## config.mk

```make
export PLATFORM = sky130hd
export DESIGN_NAME = png_filter
export DESIGN_NICKNAME = d
export VERILOG_FILES = /design/src/rtl/png_filter_pkg.sv /design/src/rtl/png_filter_paeth.sv /design/src/rtl/png_filter.sv
export SDC_FILE = /design/constraint.sdc
export NUM_CORES = 1
export LEC_CHECK = 0
export BUFFER_PORTS_ARGS = -buffer_cell sky130_fd_sc_hd__buf_4
export CAP_MARGIN = 0
export CORE_UTILIZATION = 60
export CTS_CLUSTER_DIAMETER = 100
export DETAILED_ROUTE_END_ITERATION = 16
export HOLD_SLACK_MARGIN = 0.02
export PLACE_DENSITY = 0.79
export SLEW_MARGIN = 20
export SYNTH_ARGS = -nofsm -noshare
export SYNTH_HDL_FRONTEND = slang
export SYNTH_SLANG_ARGS = --single-unit
```

## constraint.sdc

```tcl
create_clock -name clk -period 22.1 [get_ports clk]
set_input_delay 1.105 -clock clk [delete_from_list [all_inputs] [get_ports clk]]
set_output_delay 1.105 -clock clk [all_outputs]
set_load 0.005 [all_outputs]
```

## src/rtl/png_filter_pkg.sv

```systemverilog
// Shared sizes, filter codes and FSM state encodings for the PNG scanline filter.
package png_filter_pkg;

  localparam int SIZE_W_WD = 12;
  localparam int SIZE_H_WD = 12;

  typedef enum logic [2:0] {
    FLT_NONE  = 3'd0,
    FLT_SUB   = 3'd1,
    FLT_UP    = 3'd2,
    FLT_AVG   = 3'd3,
    FLT_PAETH = 3'd4
  } flt_e;

  typedef enum logic [2:0] {
    ST_IDLE = 3'd0,
    ST_TYPE = 3'd1,
    ST_RD   = 3'd2,
    ST_WR   = 3'd3,
    ST_DONE = 3'd4
  } state_e;

  // Unused filter codes 5..7 fall back to None (both for filtering and the type byte).
  function automatic flt_e flt_decode(input logic [2:0] code);
    flt_e t;
    if (code > 3'd4) t = FLT_NONE;
    else             t = flt_e'(code);
    return t;
  endfunction

endpackage

```

## src/rtl/png_filter_paeth.sv

```systemverilog
// Combinational Paeth predictor: chooses a, b or c, whichever is nearest a+b-c.
module png_filter_paeth (
  input  logic [7:0] i_a,
  input  logic [7:0] i_b,
  input  logic [7:0] i_c,
  output logic [7:0] o_pred
);

  logic signed [9:0] w_a;
  logic signed [9:0] w_b;
  logic signed [9:0] w_c;
  logic signed [9:0] w_d_bc;
  logic signed [9:0] w_d_ac;
  logic signed [9:0] w_pa;
  logic signed [9:0] w_pb;
  logic signed [9:0] w_pc;

  function automatic logic signed [9:0] abs10(input logic signed [9:0] v);
    return (v < 0) ? -v : v;
  endfunction

  // Distances are taken in 10-bit signed so |a+b-2c| (up to 510) never wraps.
  always_comb begin
    w_a    = signed'({2'b00, i_a});
    w_b    = signed'({2'b00, i_b});
    w_c    = signed'({2'b00, i_c});
    w_d_bc = w_b - w_c;
    w_d_ac = w_a - w_c;
    w_pa   = abs10(w_d_bc);
    w_pb   = abs10(w_d_ac);
    w_pc   = abs10(w_d_bc + w_d_ac);
    if ((w_pa <= w_pb) && (w_pa <= w_pc)) o_pred = i_a;
    else if (w_pb <= w_pc)                o_pred = i_b;
    else                                  o_pred = i_c;
  end

endmodule

```

## src/rtl/png_filter.sv

```systemverilog
// PNG scanline filter: one byte per two cycles, type byte at each row start.
// Drives the single-port previous-row line fifo: read up-byte in RD, write raw byte in WR.
module png_filter
  import png_filter_pkg::*;
#(
  parameter int BPP_MAX = 4
) (
  input  logic                 clk,
  input  logic                 rstn,
  input  logic                 start_i,
  input  logic [SIZE_W_WD-1:0] cfg_w_i,
  input  logic [SIZE_H_WD-1:0] cfg_h_i,
  input  logic [2:0]           cfg_bpp_i,
  input  logic [2:0]           cfg_typ_i,
  input  logic                 dat_val_i,
  input  logic [7:0]           dat_i,
  output logic                 dat_rdy_o,
  output logic                 fifo_rd_val_o,
  input  logic [7:0]           fifo_rd_dat_i,
  output logic                 fifo_wr_val_o,
  output logic [7:0]           fifo_wr_dat_o,
  output logic                 out_val_o,
  output logic [7:0]           out_dat_o,
  output logic                 busy_o,
  output logic                 done_o
);

  localparam int BPP_IW = (BPP_MAX > 1) ? $clog2(BPP_MAX) : 1;

  state_e               r_state;
  state_e               w_next;
  logic [SIZE_W_WD-1:0] r_w;
  logic [SIZE_H_WD-1:0] r_h;
  logic [BPP_IW-1:0]    r_bpp_m1;
  flt_e                 r_typ;
  logic [SIZE_W_WD-1:0] r_col;
  logic [SIZE_H_WD-1:0] r_row;
  logic [7:0]           r_x;
  logic [7:0]           r_a_hist [BPP_MAX];
  logic [7:0]           r_c_hist [BPP_MAX];

  logic                 w_left_ok;
  logic                 w_col_last;
  logic                 w_row_last;
  logic [7:0]           w_a;
  logic [7:0]           w_b;
  logic [7:0]           w_c;
  logic [7:0]           w_paeth;
  logic [7:0]           w_filt;

  // Out-of-range bytes-per-pixel values are clamped into 1..BPP_MAX and stored minus one.
  function automatic logic [BPP_IW-1:0] bpp_clamp_m1(input logic [2:0] bpp);
    int v;
    v = int'(bpp);
    if (v < 1)       v = 1;
    if (v > BPP_MAX) v = BPP_MAX;
    return BPP_IW'(v - 1);
  endfunction

  // Filtered byte, all arithmetic modulo 256; Average uses a 9-bit sum before the halving.
  function automatic logic [7:0] filt_byte(input flt_e t, input logic [7:0] x, input logic [7:0] a,
                                           input logic [7:0] b, input logic [7:0] p);
    logic [8:0] s;
    logic [7:0] r;
    s = {1'b0, a} + {1'b0, b};
    case (t)
      FLT_SUB:   r = x - a;
      FLT_UP:    r = x - b;
      FLT_AVG:   r = x - s[8:1];
      FLT_PAETH: r = x - p;
      default:   r = x;
    endcase
    return r;
  endfunction

  // Predictor selection: left/upper-left only exist once col has reached bpp; row 0 has no up-row.
  always_comb begin
    w_left_ok  = (r_col > SIZE_W_WD'(r_bpp_m1));
    w_col_last = (r_col == (r_w - SIZE_W_WD'(1)));
    w_row_last = (r_row == (r_h - SIZE_H_WD'(1)));
    w_b        = (r_row == '0) ? 8'd0 : fifo_rd_dat_i;
    w_a        = w_left_ok ? r_a_hist[r_bpp_m1] : 8'd0;
    w_c        = w_left_ok ? r_c_hist[r_bpp_m1] : 8'd0;
    w_filt     = filt_byte(r_typ, r_x, w_a, w_b, w_paeth);
  end

  png_filter_paeth u_paeth (
    .i_a    (w_a),
    .i_b    (w_b),
    .i_c    (w_c),
    .o_pred (w_paeth)
  );

  // Next-state and output decode; everything idles at zero outside its owning state.
  always_comb begin
    w_next        = r_state;
    dat_rdy_o     = 1'b0;
    fifo_rd_val_o = 1'b0;
    fifo_wr_val_o = 1'b0;
    fifo_wr_dat_o = 8'd0;
    out_val_o     = 1'b0;
    out_dat_o     = 8'd0;
    busy_o        = 1'b0;
    done_o        = 1'b0;
    case (r_state)
      ST_IDLE: begin
        if (start_i) w_next = ST_TYPE;
      end
      ST_TYPE: begin
        busy_o    = 1'b1;
        out_val_o = 1'b1;
        out_dat_o = {5'd0, r_typ};
        w_next    = ST_RD;
      end
      ST_RD: begin
        busy_o        = 1'b1;
        dat_rdy_o     = 1'b1;
        fifo_rd_val_o = dat_val_i;
        if (dat_val_i) w_next = ST_WR;
      end
      ST_WR: begin
        busy_o        = 1'b1;
        out_val_o     = 1'b1;
        out_dat_o     = w_filt;
        fifo_wr_val_o = 1'b1;
        fifo_wr_dat_o = r_x;
        if (!w_col_last)     w_next = ST_RD;
        else if (w_row_last) w_next = ST_DONE;
        else                 w_next = ST_TYPE;
      end
      ST_DONE: begin
        done_o = 1'b1;
        w_next = ST_IDLE;
      end
      default: w_next = ST_IDLE;
    endcase
  end

  // State, config latch, counters and predictor history.
  always_ff @(posedge clk or negedge rstn) begin
    if (!rstn) begin
      r_state  <= ST_IDLE;
      r_w      <= '0;
      r_h      <= '0;
      r_bpp_m1 <= '0;
      r_typ    <= FLT_NONE;
      r_col    <= '0;
      r_row    <= '0;
      r_x      <= 8'd0;
      for (int i = 0; i < BPP_MAX; i++) begin
        r_a_hist[i] <= 8'd0;
        r_c_hist[i] <= 8'd0;
      end
    end else begin
      r_state <= w_next;
      case (r_state)
        ST_IDLE: begin
          if (start_i) begin
            r_w      <= cfg_w_i;
            r_h      <= cfg_h_i;
            r_bpp_m1 <= bpp_clamp_m1(cfg_bpp_i);
            r_typ    <= flt_decode(cfg_typ_i);
            r_col    <= '0;
            r_row    <= '0;
          end
        end
        ST_TYPE: begin
          for (int i = 0; i < BPP_MAX; i++) begin
            r_a_hist[i] <= 8'd0;
            r_c_hist[i] <= 8'd0;
          end
        end
        ST_RD: begin
          if (dat_val_i) r_x <= dat_i;
        end
        ST_WR: begin
          r_a_hist[0] <= r_x;
          r_c_hist[0] <= w_b;
          for (int i = 1; i < BPP_MAX; i++) begin
            r_a_hist[i] <= r_a_hist[i-1];
            r_c_hist[i] <= r_c_hist[i-1];
          end
          if (w_col_last) begin
            r_col <= '0;
            if (!w_row_last) r_row <= r_row + SIZE_H_WD'(1);
          end else begin
            r_col <= r_col + SIZE_W_WD'(1);
          end
        end
        default: ;
      endcase
    end
  end

endmodule

```

==> results.yml <==
routing:
  vias: 8890
  met2WireLength_mm: 12.2
  first_pass_iters: 5
  wl_mm: 25.6
  via_per_inst: 6.05
  drt-wirelength-per-cell_um: 17.4
  dr.max_layer_used: "met4"
  drc: 0
  drt_iter0_markers: 765
  wl_met3_mm: 1.43
  m1WireLength_mm: 11.4
  ant_nets: 0
global_route:
  gr-total-overflow: 0
  grt_pass1_wl_mm: 43.2
  grt_pass1_vias: 8681
  grt_max_degree: 82
  grt_usage_pct: 30.6
  antenna_found_initial: 0
yosys:
  synthFlopType: "dfrtp_1"
  avgSynthCellArea_um2: 8.61
  synth_edf_count: 0
  synth_commonest_cells: "169 x nand2_1, 128 x dfrtp_1, 99 x nor2_1"
  async_flop_share_pct: 100
  ys_ff_latch: 128
  synth.distinct_cells: 90
  seq_area_frac_synth_pct: 31.4
  netlist_top_cells_area: "dfrtp_1 31%, ha_1 9.2%, nand2_1 6.2%"
  synth_area_um2: 10200
  yosysMostFrequentCell: "nand2_1"
  synth_top_area_share_pct: 31.4
  synthCells: 1186
  synth_warnings: 0
  yosysTopAreaCell: "dfrtp_1"
critical_path:
  start_kind: "flip-flop"
  worst_path_largest_cell_delay_ns: 0.92
  cp.required_ns: 21.00
  critPathKind: "flip-flop to output pin"
  path_max_fanout: 18
  reg2regPathDepth: 14
  critPathArrivalTime_ns: 11.55
  worst_setup_path_end_kind: "output pin"
  cp_slowest_cell: "dfrtp_1"
cts:
  clk_path_buf_depth: 2
  cts_resized: 0
  clk_pin_slew_ns: 0.06
  cts_made_buffers: 17
  cts.htree.levels: 4
  ctsHoldBuffers: 0
  insertion_delay_ns: 0.42
  clock_sinks: 128
  cts_root_buffer: "clkbuf_16"
  cts_setup_buffers: 0
  tritoncts: "yes"
run_status:
  outcome: "completed"
sta:
  relSlewSlack_pct: 41.0
  setup_violations: 0
  tightest_slew_ns: 0.885
  tns_ns: 0
  max_freq_ghz: 0.0791
  period_share_pct: 57.2
  min_period_ns: 12.65
  rsz0062_at_grt: "false"
  skew_ns: 0.0106
  finalMaxSlewViolations: 0
  hold_violations: 0
placement:
  port_buffers: 71
  gp_congestion: 0.980
  dp_hpwl_mm: 18.6
  placedInstanceArea_um2: 10900
layout:
  fin_nets: 1366
  drive_gt1_share_pct: 15.8
  antenna_cells: 0
  final_area_um2: 11500
  area_growth_pct: 12.6
floorplan:
  dieWidth_um: 132
  num_rows: 47
  die_area_um2: 17500
  start_util_pct: 61.5
  ios: 72
  die_height_um: 132
  core-area_um2: 16600
min_path:
  hold_class: "flip-flop to flip-flop"
  whs_path_depth: 2
run:
  cap_violations: 0
## logic make-up (layout without fill, tap and decap cells)
logic type	count (synthesis)	after routing	share of synthesized area, %
mux	60	60	8.26
fa+ha+maj	85	85	10.7
xor+xnor	88	88	7.99
buf+inv	108	169	4.11
compound gates	218	218	14.1
other cells	2	4	0.0736
flops	128	128	31.4
simple gates	497	497	23.3
## cell type report
class | count | area (µm²)
inverters | 59 | 221
multi-input cells | 952 | 6610
well taps | 220 | 275
clock inverters | 14 | 158
flip-flops and latches | 128 | 3200
repair buffers | 78 | 589
fillers | 1364 | 5090
clock buffers | 18 | 439
## sequential cells by signal, summed over array words and instances (netlist names)
register,count
r_row,12
r_state,3
r_x,8
r_h,12
r_c_hist,32
r_typ,3
r_bpp_m1,2
r_col,12
r_w,12
r_a_hist,32
## layer usage
layer / vias up / GRT usage, %
li1: 4261 / -
met1: 4280 / 41.5
met2: 297 / 50.0
met3: 52 / 5.13
met4: 0 / 10.0
met5: - / 0
## placed cells by master (no fill, tap or decap), types with 30 or more instances in the layout
cell type and n:
nand2_1 169, dfrtp_1 127, nor2_1 99, buf_4 77, ha_1 75, nand3_1 71
o21ai_0 69, inv_1 57, xnor2_1 51, a21oi_1 43, mux2_2 33, xor2_1 30
## critical path: cells and delay by family, from the launching register on
family                     cells  cell delay, ns
buffers and inverters          4            0.49
DFF                            1            0.92
and+or+nand+nor               16            3.63
adders and majority gates      7            2.12
AOI/OAI and AO/OA             21            3.78
xor gates and xnor gates       1            0.17
## final timing paths
kind                             start      endpoint  slack (ns)
max                        r_bpp_m1[1]  out_dat_o[7]        9.45
min                        r_a_hist[4]   r_a_hist[4]        0.46
max reg2reg                     r_w[0]     r_row[11]       18.31
min reg2reg                r_a_hist[4]   r_a_hist[4]        0.46
max in group asynchronous         rstn  r_a_hist[26]       20.29
min in group asynchronous         rstn        r_w[2]        0.69
## metrics by stage
step | setup WS (ns) | hold slack (ns) | utilization (%) | instances
6_report | 9.45 | 0.464 | 69.3 | 1469
4_1_cts | 9.50 | 0.463 | 69.2 | 1469
5_1_grt | 8.46 | 0.477 | 69.3 | 1469
3_5_place_dp | 10.03 | 0.451 | 65.6 | 1437
2_1_floorplan | 11.57 | 0.434 | - | 1188
3_3_place_gp | 10.47 | 0.444 | 65.6 | 1437
Power is not shown: default switching activity piles up to over one toggle a cycle in this logic, so the estimate is an artifact.
